## config.mk

```make
export PLATFORM = sky130hd
export DESIGN_NAME = hit_detector
export DESIGN_NICKNAME = d
export VERILOG_FILES = /design/src/rtl/hit_detector.sv
export SDC_FILE = /design/constraint.sdc
export NUM_CORES = 1
export LEC_CHECK = 0
export CAP_MARGIN = 20
export CORE_MARGIN = 5
export CORE_UTILIZATION = 40
export CTS_CLUSTER_SIZE = 12
export DETAILED_ROUTE_END_ITERATION = 16
export PLACE_DENSITY = 0.82
export SLEW_MARGIN = 20
export SYNTH_ARGS = -nofsm -noshare
export SYNTH_HDL_FRONTEND = slang
export SYNTH_SLANG_ARGS = --single-unit
export TNS_END_PERCENT = 20
```

## constraint.sdc

```tcl
create_clock -name clk -period 2.2 [get_ports clk]
set_input_delay 0.22 -clock clk [delete_from_list [all_inputs] [get_ports clk]]
set_output_delay 0.22 -clock clk [all_outputs]
set_load 0.03 [all_outputs]
```

## src/rtl/hit_detector.sv

```systemverilog
// hit_detector: bunny/obstacle collision detector with post-hit grace period; optional HIT_BLINK_EN adds a tick-toggled blink register.
module hit_detector #(
  parameter int GRACE_TICKS = 8,
  parameter int NUM_OBS = 4
) (
  input  logic                   clk,
  input  logic                   rst,
  input  logic                   tick,
  input  logic                   game_en,
  input  logic                   die,
  input  logic [3:0]             bunny_col,
  input  logic [1:0]             bunny_row,
  input  logic [NUM_OBS-1:0]     obs_valid,
  input  logic [4*NUM_OBS-1:0]   obs_col,
  input  logic [2*NUM_OBS-1:0]   obs_row,
  output logic                   hit,
  output logic                   invuln,
  output logic                   blink,
  output logic [7:0]             hit_count
);
  localparam logic [1:0] ARMED = 2'd0;
  localparam logic [1:0] GRACE = 2'd1;
  localparam logic [1:0] DEAD  = 2'd2;
  logic [1:0] state_q, state_d;
  logic [3:0] grace_cnt_q, grace_cnt_d;
  logic       hit_q, hit_d;
  logic       invuln_q, invuln_d;
  logic [7:0] hit_count_q, hit_count_d;
  logic       coll;
  // any valid slot sharing the bunny's cell is a collision
  always_comb begin
    coll = 1'b0;
    for (int i = 0; i < NUM_OBS; i++)
      coll = coll | (obs_valid[i] && obs_col[4*i+:4] == bunny_col && obs_row[2*i+:2] == bunny_row);
  end
  // next state: die beats collision, collisions only count when armed and running
  always_comb begin
    state_d     = state_q;
    grace_cnt_d = grace_cnt_q;
    hit_d       = 1'b0;
    if (die) begin
      state_d     = DEAD;
      grace_cnt_d = 4'd0;
    end else if (state_q == ARMED && game_en && coll) begin
      state_d     = GRACE;
      grace_cnt_d = 4'(GRACE_TICKS);
      hit_d       = 1'b1;
    end else if (state_q == GRACE && game_en && tick) begin
      grace_cnt_d = grace_cnt_q - {3'd0, grace_cnt_q != 4'd0};
      state_d     = grace_cnt_q <= 4'd1 ? ARMED : GRACE;
    end
    hit_count_d = hit_count_q + {7'd0, hit_d && hit_count_q != 8'hff};
    invuln_d    = state_d == GRACE;
  end
  // state registers
  always_ff @(posedge clk or posedge rst) begin
    if (rst) begin
      state_q     <= ARMED;
      grace_cnt_q <= 4'd0;
      hit_q       <= 1'b0;
      invuln_q    <= 1'b0;
      hit_count_q <= 8'd0;
    end else begin
      state_q     <= state_d;
      grace_cnt_q <= grace_cnt_d;
      hit_q       <= hit_d;
      invuln_q    <= invuln_d;
      hit_count_q <= hit_count_d;
    end
  end
`ifdef HIT_BLINK_EN
  logic blink_q, blink_d;
  // blink starts at 0 on entry to grace and flips on each running tick while staying in grace
  always_comb blink_d = (state_d == GRACE && state_q == GRACE) ? blink_q ^ (tick && game_en) : 1'b0;
  // blink register
  always_ff @(posedge clk or posedge rst) begin
    if (rst) blink_q <= 1'b0;
    else     blink_q <= blink_d;
  end
  assign blink = blink_q;
`else
  assign blink = invuln_q;
`endif
  assign hit       = hit_q;
  assign invuln    = invuln_q;
  assign hit_count = hit_count_q;
endmodule

```

==> tab_implementation.tex, run 1 <==
\begin{tabular}{lr}
\hline
Metric & Value \\
\hline
\multicolumn{2}{l}{\textbf{Run status}} \\
\quad Result of the run & complete, no violations \\
\multicolumn{2}{l}{\textbf{Worst setup path}} \\
\quad Capture point of the worst reg-to-reg path & hit\_count[6] \\
\quad Reg-to-reg startpoint & state\_q[1] \\
\quad Number of cells on the critical path & 10 \\
\quad Sort of element at the end of the critical path & register \\
\quad Count of cells along the worst register-to-register path & 7 \\
\quad Type of the setup path with the least slack & in2reg \\
\quad Worst setup path endpoint & hit\_count[6] \\
\quad WP data required & 2380 ps \\
\quad Dominant cell type by count on the critical path & sky130\_fd\_sc\_hd\_\_nand4\_1 \\
\quad Cell type group with the largest total delay on the critical path & simple AND/OR/NAND/NOR gates \\
\quad Reg-to-reg slack, setup & 300 ps \\
\quad Buffers plus inverters on the worst setup path & 1 \\
\quad Worst Path Arrival & 2260 ps \\
\quad Cells along the critical path & clkdlybuf4s50\_1 -> nand4\_1 -> nor4\_2 -> nor4\_1 -> or3b\_1 -> nor3\_2 -> ha\_2 -> ha\_4 -> nand4\_1 -> xnor2\_1 \\
\quad Slowest-stage cell, CP & sky130\_fd\_sc\_hd\_\_clkdlybuf4s50\_1 \\
\quad Slowest cell delay on critical path & 460 ps \\
\quad Crit path launch type & primary input \\
\quad Maximum net fanout on the critical path & 3 \\
\quad Launching instance or port of the critical path & obs\_valid[2] \\
\multicolumn{2}{l}{\textbf{Routing}} \\
\quad Met2 routed wirelength & 1640 um \\
\quad Max Used Layer & met4 \\
\quad Via count & 917 \\
\quad Amount of wire on met3 after detailed routing & 121 um \\
\quad \# DRC & 0 \\
\quad Routed wire length per instance & 16.4 um \\
\quad Routed length on met1 & 1130 um \\
\quad Via/cell ratio & 5.07 \\
\quad Violation count after the first detailed-routing iteration & 7 \\
\quad Wire length after detailed routing & 2970 um \\
\quad DRT antenna net count & 0 \\
\quad Number of iterations in the first detailed-routing pass & 3 \\
\multicolumn{2}{l}{\textbf{Place}} \\
\quad Port Buf Inserts & 49 \\
\quad Minimum setup slack after placement & -601 ps \\
\quad RePlAce Congestion & 0.782 \\
\quad Placed Area & 0.00155 mm2 \\
\quad HPWL reported at the end of detailed placement & 2360 um \\
\multicolumn{2}{l}{\textbf{CTS}} \\
\quad CTS Root Cell & sky130\_fd\_sc\_hd\_\_clkbuf\_4 \\
\quad Clock input transition at the sequential cells of the worst setup and hold paths & 90 ps \\
\quad Setup Fix Bufs, Post-CTS & 0 \\
\quad Quantity of hold-fixing buffers added after cts & 0 \\
\quad Clock sink total & 16 \\
\quad Number of clock buffers inserted by TritonCTS & 3 \\
\quad CTS H-tree depth & 1 \\
\quad Clock latency at the later pin of the worst-skew pair & 280 ps \\
\quad Clock tree from TritonCTS & yes \\
\quad Buffer depth of the longest clock path & 2 \\
\multicolumn{2}{l}{\textbf{STA}} \\
\quad Minimum hold slack & 303 ps \\
\quad Setup repair after global routing missed its margin & false \\
\quad Final worst-path cycle share & 94.8\% \\
\quad Count of endpoints failing hold in the final timing report & 0 \\
\quad Final period demand of the worst path & 2090 ps \\
\quad Setup-failing EPs final & 0 \\
\quad Smallest setup slack after layout & 115 ps \\
\quad Fin Clk Skew & 4.66 ps \\
\quad Fmax achieved & 480 MHz \\
\quad Slew HR & 59.7\% \\
\quad Actual transition at the worst max-transition pin & 597 ps \\
\quad Count of pins over their slew limit & 0 \\
\multicolumn{2}{l}{\textbf{Yosys}} \\
\quad Number of flip-flops and latches in the synthesized netlist & 16 \\
\quad Cell types with the largest area share after synthesis & sky130\_fd\_sc\_hd\_\_dfrtp\_1, sky130\_fd\_sc\_hd\_\_xnor2\_1, sky130\_fd\_sc\_hd\_\_xor2\_1 \\
\quad Average cell area after synthesis & 10.4 um2 \\
\quad Count of mapped cells out of synthesis & 98 \\
\quad Count of yosys warnings during synthesis & 0 \\
\quad Synthesized netlist net count & 141 \\
\quad Yosys top cell by area & sky130\_fd\_sc\_hd\_\_dfrtp\_1 \\
\quad Count of unique library cells instantiated by Yosys & 24 \\
\quad Seq/Total Area, Yosys & 39.3\% \\
\quad Area fraction of the dominant cell type after synthesis & 39.3\% \\
\quad Post-Synthesis Cell Area & 0.00102 mm2 \\
\multicolumn{2}{l}{\textbf{Die}} \\
\quad Row cnt & 18 \\
\quad IO Pins & 50 \\
\quad Die outline area & 0.00366 mm2 \\
\quad Width of the die & 60.5 um \\
\quad Area inside the core boundary & 0.00245 mm2 \\
\quad Die Ht & 60.5 um \\
\quad Initial cell density of the core & 41.5\% \\
\multicolumn{2}{l}{\textbf{Final layout}} \\
\quad Synth-to-Final Area Change & 63.8\% \\
\quad Final layout net count & 196 \\
\quad Proportion of layout cells with a drive suffix above 1 & 20.5\% \\
\quad Total non-filler cell area in the finished layout & 0.00167 mm2 \\
\quad Count of antenna diodes in the layout & 0 \\
\multicolumn{2}{l}{\textbf{Global route}} \\
\quad Gr ovfl total & 0 \\
\quad Pin count of the biggest net entering global routing & 17 \\
\quad Initial antenna violation count & 0 \\
\quad GR Util All Layers & 16.3\% \\
\quad First-pass GRT wire length & 4300 um \\
\quad Via count of the first global-routing pass & 1010 \\
\multicolumn{2}{l}{\textbf{Run}} \\
\quad Max capacitance violation total & 0 \\
\multicolumn{2}{l}{\textbf{Power and ir drop}} \\
\quad Leak & 0.797 nW \\
\quad Pwr per Cell Area & 350 mW/mm2 \\
\quad Maximum resistive drop on vdd & 0.000361 V \\
\multicolumn{2}{l}{\textbf{Worst hold path}} \\
\quad Hold Path Class & in2async \\
\hline
\end{tabular}
-- how the worst min path moves through the flow --
stage,startpoint,to,slack [ps],cells after the start
floorplan,rst,blink,130,1
global placement,state_q[1],state_q[1],470,1
detailed placement,state_q[1],state_q[1],470,1
CTS,rst,grace_cnt_q[0],320,2
global route,rst,grace_cnt_q[0],340,2
finish,rst,grace_cnt_q[0],300,2
-- area by class of cell --
class	instances	area (um2)
Tap cell	30	37.5
Sequential cell	16	400
Inverter	3	11.3
Clock buffer	3	22.5
Timing Repair Buffer	53	520
Fill cell	175	787
Multi-Input combinational cell	76	676
-- worst register-to-register path: stages (launching register included) --
cell and delay [ps]:
sky130_fd_sc_hd__dfrtp_1 380, sky130_fd_sc_hd__nor2b_1 200, sky130_fd_sc_hd__or3b_1 400, sky130_fd_sc_hd__nor3_2 170, sky130_fd_sc_hd__ha_2 250, sky130_fd_sc_hd__ha_4 150, sky130_fd_sc_hd__nand4_1 110, sky130_fd_sc_hd__xnor2_1 140
-- cells in the final DEF (no fill, tap or decap), types with 8 or more instances in the layout --
master,netlist,layout
sky130_fd_sc_hd__xnor2_1,18,14
sky130_fd_sc_hd__dfrtp_1,16,16
sky130_fd_sc_hd__dlygate4sd2_1,0,13
sky130_fd_sc_hd__xor2_1,14,10
sky130_fd_sc_hd__clkdlybuf4s50_1,0,18
sky130_fd_sc_hd__dlymetal6s2s_1,0,12
sky130_fd_sc_hd__nand4_1,8,8
-- metrics by stage --
stage | TNS, ps | instances | total power, mW | utilization (%)
2_1_floorplan | -12.8 | 98 | 0.347 | -
3_3_place_gp | -3410 | 178 | 0.432 | 63.2
3_5_place_dp | -4220 | 178 | 0.436 | 63.2
4_1_cts | 0 | 181 | 0.579 | 64.6
5_1_grt | 0 | 181 | 0.617 | 67.9
6_report | 0 | 181 | 0.584 | 67.9
-- registers in the layout (all words and copies together) (netlist names) --
register / cells
blink: 1
grace_cnt_q: 4
hit: 1
hit_count: 8
state_q: 2
-- logic make-up (layout without fill, tap and decap cells) --
logic type               Yosys count  in the layout  synth area share [%]
AND/OR/NAND/NOR                   34             34                  20.9
XOR/XNOR                          32             32                  27.5
flip-flops                        16             16                  39.3
AO/OA/AOI/OAI                      6              6                  3.32
buffers and inverters              6             59                  4.05
adder cells (fa/ha/maj)            4              4                  4.91
-- what timing repair did --
| item | CTS | global route |
|---|---|---|
| endpoints found under the hold margin | 0 | 0 |
| endpoints found under the setup margin | 7 | 5 |
| pin swaps | 24 | 15 |
| cloned | 0 | 0 |
| gates resized for setup | 30 | 30 |
-- report_power, final --
group          total (mW)  switching, mW  internal [mW]
Combinational       0.136         0.0592         0.0765
Sequential          0.295       0.000501          0.294
Clock               0.154         0.0903         0.0636
-- Yosys cell counts (all sizes together) --
master and count:
a21oi 3, or2 1, or3b 1, nand2 5, o21ai 2, or4 1, and2 1, xnor2 18
nand4 8, nor4 5, and3b 3, nor3 1, o41ai 1, nor4b 1, ha 4, dfrtp 16
nor2 3, nand3 3, nor2b 1, inv 3, buf 3, xor2 14
-- routing by layer --
layer	vias up	GRT usage, %
met5	-	0
met4	0	9.60
met3	6	3.40
met2	30	28.7
met1	438	18.1
li1	443	-
(Power assumes the default switching activity.)
==> run 2, diff against run 1 <==
--- a/config.mk
+++ b/config.mk
@@ -6,12 +6,14 @@
 export NUM_CORES = 1
 export LEC_CHECK = 0
 export CAP_MARGIN = 20
+export CELL_PAD_IN_SITES_DETAIL_PLACEMENT = 1
+export CELL_PAD_IN_SITES_GLOBAL_PLACEMENT = 1
 export CORE_MARGIN = 5
-export CORE_UTILIZATION = 40
+export CORE_UTILIZATION = 29
 export CTS_CLUSTER_SIZE = 12
 export DETAILED_ROUTE_END_ITERATION = 16
-export PLACE_DENSITY = 0.82
-export SLEW_MARGIN = 20
+export PLACE_DENSITY = 0.81
+export SLEW_MARGIN = 40
 export SYNTH_ARGS = -nofsm -noshare
 export SYNTH_HDL_FRONTEND = slang
 export SYNTH_SLANG_ARGS = --single-unit
==> tab_implementation.tex, run 2 (synthesized netlist as in run 1, its figures left out) <==
\begin{tabular}{lr}
\hline
Metric & Value \\
\hline
\multicolumn{2}{l}{\textbf{Final layout}} \\
\quad Synth-to-Final Area Change & 65.6\% \\
\quad Total non-filler cell area in the finished layout & 0.00169 mm2 (+1.1\%) \\
\quad Most common cell after layout, fill and taps aside & sky130\_fd\_sc\_hd\_\_dlygate4sd2\_1 \\
\quad Count of antenna diodes in the layout & 0 (unchanged) \\
\quad Top library cells by usage in the layout, fill and taps aside & sky130\_fd\_sc\_hd\_\_dlygate4sd2\_1, sky130\_fd\_sc\_hd\_\_clkdlybuf4s50\_1, sky130\_fd\_sc\_hd\_\_dfrtp\_1 \\
\quad Proportion of layout cells with a drive suffix above 1 & 25.0\% (+4.5 points) \\
\quad Flip-flop count of the largest register, all copies and words added & 8 (unchanged) \\
\quad Final layout net count & 201 (+2.6\%) \\
\quad Cell Count, Final, Fillers Out & 202 (+12\%) \\
\quad Final Util & 50.1\% (-18 points) \\
\multicolumn{2}{l}{\textbf{STA}} \\
\quad Fin Clk Skew & 5.34 ps (+0.683 ps) \\
\quad Setup-failing EPs final & 2 (+2) \\
\quad Minimum hold slack & 283 ps (-20.1 ps) \\
\quad Final period demand of the worst path & 2210 ps (+121 ps) \\
\quad Actual transition at the worst max-transition pin & 600 ps (+2.89 ps) \\
\quad Slew HR & 59.5\% (-0.19 points) \\
\quad Count of endpoints failing hold in the final timing report & 0 (unchanged) \\
\quad Fmax achieved & 453 MHz (-5.5\%) \\
\quad Count of pins over their slew limit & 0 (unchanged) \\
\quad Smallest setup slack after layout & -6.52 ps (-121 ps) \\
\quad Final worst-path cycle share & 100\% (+5.5 points) \\
\multicolumn{2}{l}{\textbf{Run status}} \\
\quad Result of the run & finished with violations \\
\quad Violated checks & setup timing \\
\multicolumn{2}{l}{\textbf{Worst setup path}} \\
\quad Sort of element at the end of the critical path & register \\
\quad WP data required & 2370 ps (about the same) \\
\quad Cell type group with the largest total delay on the critical path & simple AND/OR/NAND/NOR gates \\
\quad Buffers plus inverters on the worst setup path & 1 (unchanged) \\
\quad Crit path launch type & primary input \\
\quad Cells along the critical path & dlygate4sd2\_1 -> xnor2\_1 -> nand4\_1 -> nor4\_1 -> nor4\_1 -> or3b\_1 -> nor3\_2 -> ha\_2 -> ha\_4 -> nand4\_1 -> xnor2\_1 \\
\quad Reg-to-reg slack, setup & 260 ps (-40 ps) \\
\quad Slowest-stage cell, CP & sky130\_fd\_sc\_hd\_\_or3b\_1 \\
\quad Type of the setup path with the least slack & in2reg \\
\quad Capture point of the worst reg-to-reg path & hit\_count[6] \\
\quad Slowest cell delay on critical path & 400 ps (-60 ps) \\
\quad Maximum net fanout on the critical path & 3 (unchanged) \\
\quad Worst Path Arrival & 2380 ps (+120 ps) \\
\quad Reg-to-reg startpoint & state\_q[1] \\
\quad Count of cells along the worst register-to-register path & 7 (unchanged) \\
\multicolumn{2}{l}{\textbf{Power and ir drop}} \\
\quad Pwr per Cell Area & 343 mW/mm2 (-2.1\%) \\
\quad Leak & 0.785 nW (-1.5\%) \\
\quad Maximum resistive drop on vdd & 0.000342 V (-5.4\%) \\
\multicolumn{2}{l}{\textbf{Routing}} \\
\quad Violation count after the first detailed-routing iteration & 17 (+10) \\
\quad Routed wire length per instance & 16.4 um (+0.19\%) \\
\quad Via/cell ratio & 4.60 (-9.1\%) \\
\quad Via count & 930 (+1.4\%) \\
\quad \# DRC & 0 (unchanged) \\
\quad Wire length after detailed routing & 3320 um (+12\%) \\
\quad DRT antenna net count & 0 (unchanged) \\
\quad Number of iterations in the first detailed-routing pass & 4 (+1) \\
\multicolumn{2}{l}{\textbf{Die}} \\
\quad Width of the die & 69.3 um (+15\%) \\
\quad Area inside the core boundary & 0.00336 mm2 (+37\%) \\
\quad Die Ht & 69.3 um (+15\%) \\
\quad Row cnt & 21 (+3) \\
\quad IO Pins & 50 (unchanged) \\
\quad Die outline area & 0.00480 mm2 (+31\%) \\
\quad Initial cell density of the core & 30.3\% (-11 points) \\
\multicolumn{2}{l}{\textbf{CTS}} \\
\quad Buffer depth of the longest clock path & 2 (unchanged) \\
\quad Clock latency at the later pin of the worst-skew pair & 280 ps (about the same) \\
\quad CTS H-tree depth & 1 (unchanged) \\
\quad Setup Fix Bufs, Post-CTS & 0 (unchanged) \\
\quad Clock tree from TritonCTS & yes \\
\quad CTS Root Cell & sky130\_fd\_sc\_hd\_\_clkbuf\_4 \\
\quad Clock sink total & 16 (unchanged) \\
\quad Clock input transition at the sequential cells of the worst setup and hold paths & 80 ps (about the same) \\
\quad Number of clock buffers inserted by TritonCTS & 3 (unchanged) \\
\quad Quantity of hold-fixing buffers added after cts & 0 (unchanged) \\
\multicolumn{2}{l}{\textbf{Global route}} \\
\quad GR Util All Layers & 13.7\% (-2.6 points) \\
\quad Gr ovfl total & 0 (unchanged) \\
\quad Grt met1 use & 15.9\% (-2.2 points) \\
\quad Via count of the first global-routing pass & 1086 (+7.5\%) \\
\quad Met3 usage in global routing & 1.88\% (-1.5 points) \\
\quad Pin count of the biggest net entering global routing & 17 (unchanged) \\
\quad Busiest layer in global routing & met2 \\
\quad Global routing met2 resource utilization & 25.2\% (-3.5 points) \\
\quad Initial antenna violation count & 0 (unchanged) \\
\quad First-pass GRT wire length & 5310 um (+24\%) \\
\multicolumn{2}{l}{\textbf{Place}} \\
\quad Port Buf Inserts & 49 (unchanged) \\
\quad Placed Area & 0.00161 mm2 (+3.7\%) \\
\quad HPWL reported at the end of detailed placement & 2720 um (+15\%) \\
\quad RePlAce Congestion & 0.786 (+0.41\%) \\
\quad Number of placed instances, taps included & 199 (+12\%) \\
\multicolumn{2}{l}{\textbf{Worst hold path}} \\
\quad Hold Path Class & in2async \\
\multicolumn{2}{l}{\textbf{Run}} \\
\quad Max capacitance violation total & 0 (unchanged) \\
\hline
\end{tabular}
[run 2: changes by cell type in the layout (fill, tap and decap cells not counted), sizes merged]
| cell | change |
|---|---|
| buf | +8 |
| dlymetal6s2s | -8 |
| dlygate4sd2 | +5 |
| clkbuf | +2 |
| clkdlybuf4s15 | -1 |
| clkdlybuf4s50 | -1 |
[run 2: area by class of cell]
| type | instances | area [um2] |
|---|---|---|
| clock buffers | 3 | 22.5 |
| fillers | 412 | 1680 |
| inverters | 3 | 11.3 |
| multi-input cells | 76 | 687 |
| flip-flops and latches | 16 | 400 |
| well taps | 46 | 57.6 |
| repair buffers | 58 | 508 |
[run 2: worst max path at each step]
stage            startpoint           end  slack, ps  cells after the start
3_3_place_gp   bunny_col[0]  hit_count[6]       -560                     11
6_report         obs_col[1]  hit_count[6]         -7                     11
4_1_cts        bunny_col[1]  hit_count[5]          7                     11
5_1_grt          obs_col[1]  hit_count[7]        -80                     12
3_5_place_dp   bunny_col[0]  hit_count[6]       -620                     11
2_1_floorplan  bunny_col[3]  hit_count[6]        -10                     12
[run 2: per-stage QoR]
step,TNS (ps),worst slack [ps],power (mW)
after CTS,0,6.64,0.577
final,-11.9,-6.52,0.578
after floorplan,-12.8,-12.8,0.347
after detailed placement,-4720,-617,0.443
after global placement,-3980,-555,0.438
after global routing,-241,-75.5,0.609
[run 2: power by group]
group	total [mW]	leakage [nW]	switching, mW	internal (mW)
registers	0.295	0.218	0.000425	0.294
clock network	0.144	0.0138	0.0803	0.0635
logic	0.140	0.553	0.0605	0.0795
[run 2: timing repair]
item,CTS,global route
setup endpoints to repair,7,6
pin swaps,23,15
resized for setup,50,24
[run 2: worst reg2reg max path, stage by stage, from the launching register on]
cell and delay (ps):
sky130_fd_sc_hd__dfrtp_1 390, sky130_fd_sc_hd__nor2b_1 190, sky130_fd_sc_hd__or3b_1 410, sky130_fd_sc_hd__nor3_2 180, sky130_fd_sc_hd__ha_2 240, sky130_fd_sc_hd__ha_4 140
sky130_fd_sc_hd__nand4_1 130, sky130_fd_sc_hd__xnor2_1 160
[run 2: metal layers]
| metal | share of wire, % | wire [um] |
|---|---|---|
| met4 | 2.2 | 74 |
| met3 | 2.1 | 69 |
| met1 | 40 | 1340 |
| met2 | 55 | 1840 |
| met5 | 0 | 0 |
==> run 3, diff against run 2 <==
--- a/config.mk
+++ b/config.mk
@@ -12,7 +12,7 @@
 export CORE_UTILIZATION = 29
 export CTS_CLUSTER_SIZE = 12
 export DETAILED_ROUTE_END_ITERATION = 16
-export PLACE_DENSITY = 0.81
+export PLACE_DENSITY = 0.82
 export SLEW_MARGIN = 40
 export SYNTH_ARGS = -nofsm -noshare
 export SYNTH_HDL_FRONTEND = slang
==> tab_implementation.tex, run 3 (synthesized netlist as in run 1, its figures left out) <==
\begin{tabular}{lr}
\hline
Metric & Value \\
\hline
\multicolumn{2}{l}{\textbf{Routing}} \\
\quad Wire length after detailed routing & 3110 um (-6.3\%) \\
\quad Violation count after the first detailed-routing iteration & 20 (+3) \\
\quad DRT antenna net count & 0 (unchanged) \\
\quad Number of iterations in the first detailed-routing pass & 4 (unchanged) \\
\quad Routed wire length per instance & 15.6 um (-4.9\%) \\
\quad \# DRC & 0 (unchanged) \\
\quad Via count & 898 (-3.4\%) \\
\quad Via/cell ratio & 4.51 (-2.0\%) \\
\multicolumn{2}{l}{\textbf{Global route}} \\
\quad Pin count of the biggest net entering global routing & 17 (unchanged) \\
\quad Grt met1 use & 14.6\% (-1.3 points) \\
\quad Busiest layer in global routing & met2 \\
\quad Via count of the first global-routing pass & 973 (-10\%) \\
\quad Gr ovfl total & 0 (unchanged) \\
\quad Global routing met2 resource utilization & 25.2\% (unchanged) \\
\quad First-pass GRT wire length & 4980 um (-6.2\%) \\
\quad Initial antenna violation count & 0 (unchanged) \\
\quad GR Util All Layers & 13.1\% (-0.59 points) \\
\quad Met3 usage in global routing & 2.32\% (+0.43 points) \\
\multicolumn{2}{l}{\textbf{Place}} \\
\quad RePlAce Congestion & 0.854 (+8.8\%) \\
\quad Port Buf Inserts & 49 (unchanged) \\
\quad HPWL reported at the end of detailed placement & 2730 um (+0.57\%) \\
\quad Number of placed instances, taps included & 195 (-2.0\%) \\
\multicolumn{2}{l}{\textbf{Worst setup path}} \\
\quad Slowest cell delay on critical path & 410 ps (about the same) \\
\quad Sort of element at the end of the critical path & register \\
\quad Cell type group with the largest total delay on the critical path & simple AND/OR/NAND/NOR gates \\
\quad Maximum net fanout on the critical path & 3 (unchanged) \\
\quad Crit path launch type & primary input \\
\quad Buffers plus inverters on the worst setup path & 1 (unchanged) \\
\quad Worst Path Arrival & 2310 ps (-70 ps) \\
\quad Reg-to-reg slack, setup & 350 ps (+90 ps) \\
\quad WP data required & 2370 ps (about the same) \\
\quad Cells along the critical path & clkdlybuf4s50\_1 -> xor2\_1 -> nor4\_2 -> nor4\_1 -> or3b\_1 -> nor3\_2 -> ha\_2 -> ha\_4 -> nand4\_1 -> xnor2\_1 \\
\quad Type of the setup path with the least slack & in2reg \\
\quad Slowest-stage cell, CP & sky130\_fd\_sc\_hd\_\_clkdlybuf4s50\_1 \\
\multicolumn{2}{l}{\textbf{STA}} \\
\quad Final worst-path cycle share & 97.2\% (-3.1 points) \\
\quad Slew HR & 61.2\% (+1.7 points) \\
\quad Actual transition at the worst max-transition pin & 581 ps (-18.5 ps) \\
\quad Count of pins over their slew limit & 0 (unchanged) \\
\quad Fmax achieved & 468 MHz (+3.2\%) \\
\quad Final period demand of the worst path & 2140 ps (-68.7 ps) \\
\quad Setup repair after global routing missed its margin & true \\
\quad Minimum hold slack & 291 ps (+7.84 ps) \\
\quad Fin Clk Skew & 3.42 ps (-1.92 ps) \\
\quad Setup-failing EPs final & 0 (-2) \\
\quad Count of endpoints failing hold in the final timing report & 0 (unchanged) \\
\multicolumn{2}{l}{\textbf{Final layout}} \\
\quad Cell Count, Final, Fillers Out & 199 (-1.5\%) \\
\quad Most common cell after layout, fill and taps aside & sky130\_fd\_sc\_hd\_\_clkdlybuf4s50\_1 \\
\quad Top library cells by usage in the layout, fill and taps aside & sky130\_fd\_sc\_hd\_\_clkdlybuf4s50\_1, sky130\_fd\_sc\_hd\_\_dlygate4sd2\_1, sky130\_fd\_sc\_hd\_\_dfrtp\_1 \\
\quad Proportion of layout cells with a drive suffix above 1 & 17.6\% (-7.4 points) \\
\quad Synth-to-Final Area Change & 61.7\% \\
\quad Final layout net count & 197 (-2.0\%) \\
\quad Flip-flop count of the largest register, all copies and words added & 8 (unchanged) \\
\quad Count of antenna diodes in the layout & 0 (unchanged) \\
\multicolumn{2}{l}{\textbf{Power and ir drop}} \\
\quad Pwr per Cell Area & 372 mW/mm2 (+8.3\%) \\
\quad Maximum resistive drop on vdd & 0.000383 V (+12\%) \\
\quad Leak & 0.700 nW (-11\%) \\
\multicolumn{2}{l}{\textbf{CTS}} \\
\quad Buffer depth of the longest clock path & 2 (unchanged) \\
\quad Clock input transition at the sequential cells of the worst setup and hold paths & 90 ps (about the same) \\
\quad CTS H-tree depth & 1 (unchanged) \\
\quad Clock sink total & 16 (unchanged) \\
\quad CTS Root Cell & sky130\_fd\_sc\_hd\_\_clkbuf\_4 \\
\quad Setup Fix Bufs, Post-CTS & 0 (unchanged) \\
\quad Clock latency at the later pin of the worst-skew pair & 280 ps (about the same) \\
\quad Number of clock buffers inserted by TritonCTS & 3 (unchanged) \\
\quad Clock tree from TritonCTS & yes \\
\multicolumn{2}{l}{\textbf{Die}} \\
\quad Area inside the core boundary & 0.00336 mm2 (unchanged) \\
\quad Die outline area & 0.00480 mm2 (unchanged) \\
\quad Die Ht & 69.3 um (unchanged) \\
\quad Initial cell density of the core & 30.3\% (unchanged) \\
\quad IO Pins & 50 (unchanged) \\
\quad Width of the die & 69.3 um (unchanged) \\
\quad Row cnt & 21 (unchanged) \\
\multicolumn{2}{l}{\textbf{Run status}} \\
\quad Result of the run & complete, no violations \\
\multicolumn{2}{l}{\textbf{Worst hold path}} \\
\quad Hold Path Class & in2async \\
\multicolumn{2}{l}{\textbf{Run}} \\
\quad Max capacitance violation total & 0 (unchanged) \\
\hline
\end{tabular}
[run 3: cell types whose count changed in the layout (fill, tap and decap cells not counted), moves of 2 or more]
| cell | change |
|---|---|
| sky130_fd_sc_hd__clkdlybuf4s50_1 | +10 |
| sky130_fd_sc_hd__dlymetal6s2s_1 | -4 |
| sky130_fd_sc_hd__buf_2 | -3 |
| sky130_fd_sc_hd__buf_4 | -3 |
| sky130_fd_sc_hd__clkbuf_2 | -3 |
| sky130_fd_sc_hd__xnor2_1 | +3 |
| sky130_fd_sc_hd__xnor2_2 | -3 |
| sky130_fd_sc_hd__clkdlybuf4s15_2 | +2 |
| sky130_fd_sc_hd__xor2_1 | +2 |
| sky130_fd_sc_hd__xor2_2 | -2 |
[run 3: worst reg2reg max path: stages (launching register included)]
cell                      delay, ps
sky130_fd_sc_hd__dfrtp_1        410
sky130_fd_sc_hd__or4_1          540
sky130_fd_sc_hd__ha_1           220
sky130_fd_sc_hd__ha_1           280
sky130_fd_sc_hd__o21ai_0        170
sky130_fd_sc_hd__and3b_1        170
[run 3: area by class of cell]
type                       instances  area (um2)
timing repair buffer              54         498
multi-input combinational         76         643
clock buffer                       4        36.3
sequential                        16         400
tap                               46        57.6
inverter                           3        11.3
fill                             413        1720
[run 3: power by group]
group	internal, mW	total [mW]	switching, mW
Combinational	0.0771	0.132	0.0553
Clock	0.101	0.185	0.0839
Sequential	0.294	0.295	0.000430
[run 3: metrics by stage]
stage | setup TNS, ps | instance area, um2 | util, % | worst slack, ps | power, mW
2_1_floorplan | -12.8 | 1020 | - | -12.8 | 0.347
6_report | 0 | 1650 | 49.0 | 62.2 | 0.612
3_3_place_gp | -3590 | 1580 | 46.9 | -522 | 0.435
3_5_place_dp | -4290 | 1580 | 46.9 | -603 | 0.438
4_1_cts | 0 | 1630 | 48.3 | 3.15 | 0.616
5_1_grt | -61.6 | 1650 | 49.0 | -35.2 | 0.647
[run 3: final timing paths]
check,cells after the start,start,to
setup / recovery,10,obs_col[14],hit_count[6]
hold reg to reg,1,hit_count[3],hit_count[3]
hold / removal,2,rst,hit_count[5]
setup reg to reg,5,grace_cnt_q[3],grace_cnt_q[1]
min in group clk,1,hit_count[3],hit_count[3]
max in group asynchronous,2,rst,state_q[1]
[run 3: what timing repair did]
| item | in CTS | in global routing |
|---|---|---|
| pin swaps | 24 | 9 |
| setup endpoints to repair | 7 | 5 |
| hold buffers | 0 | 0 |
| resized for setup | 33 | 11 |
[run 3: metal layers]
| metal | part of all wire [%] | wire length, um | up-vias |
|---|---|---|---|
| met3 | 1.8 | 57 | 2 |
| met4 | 0.80 | 25 | 0 |
| met2 | 58 | 1810 | 10 |
| met5 | 0 | 0 | - |
| li1 | - | - | 454 |
| met1 | 39 | 1220 | 432 |
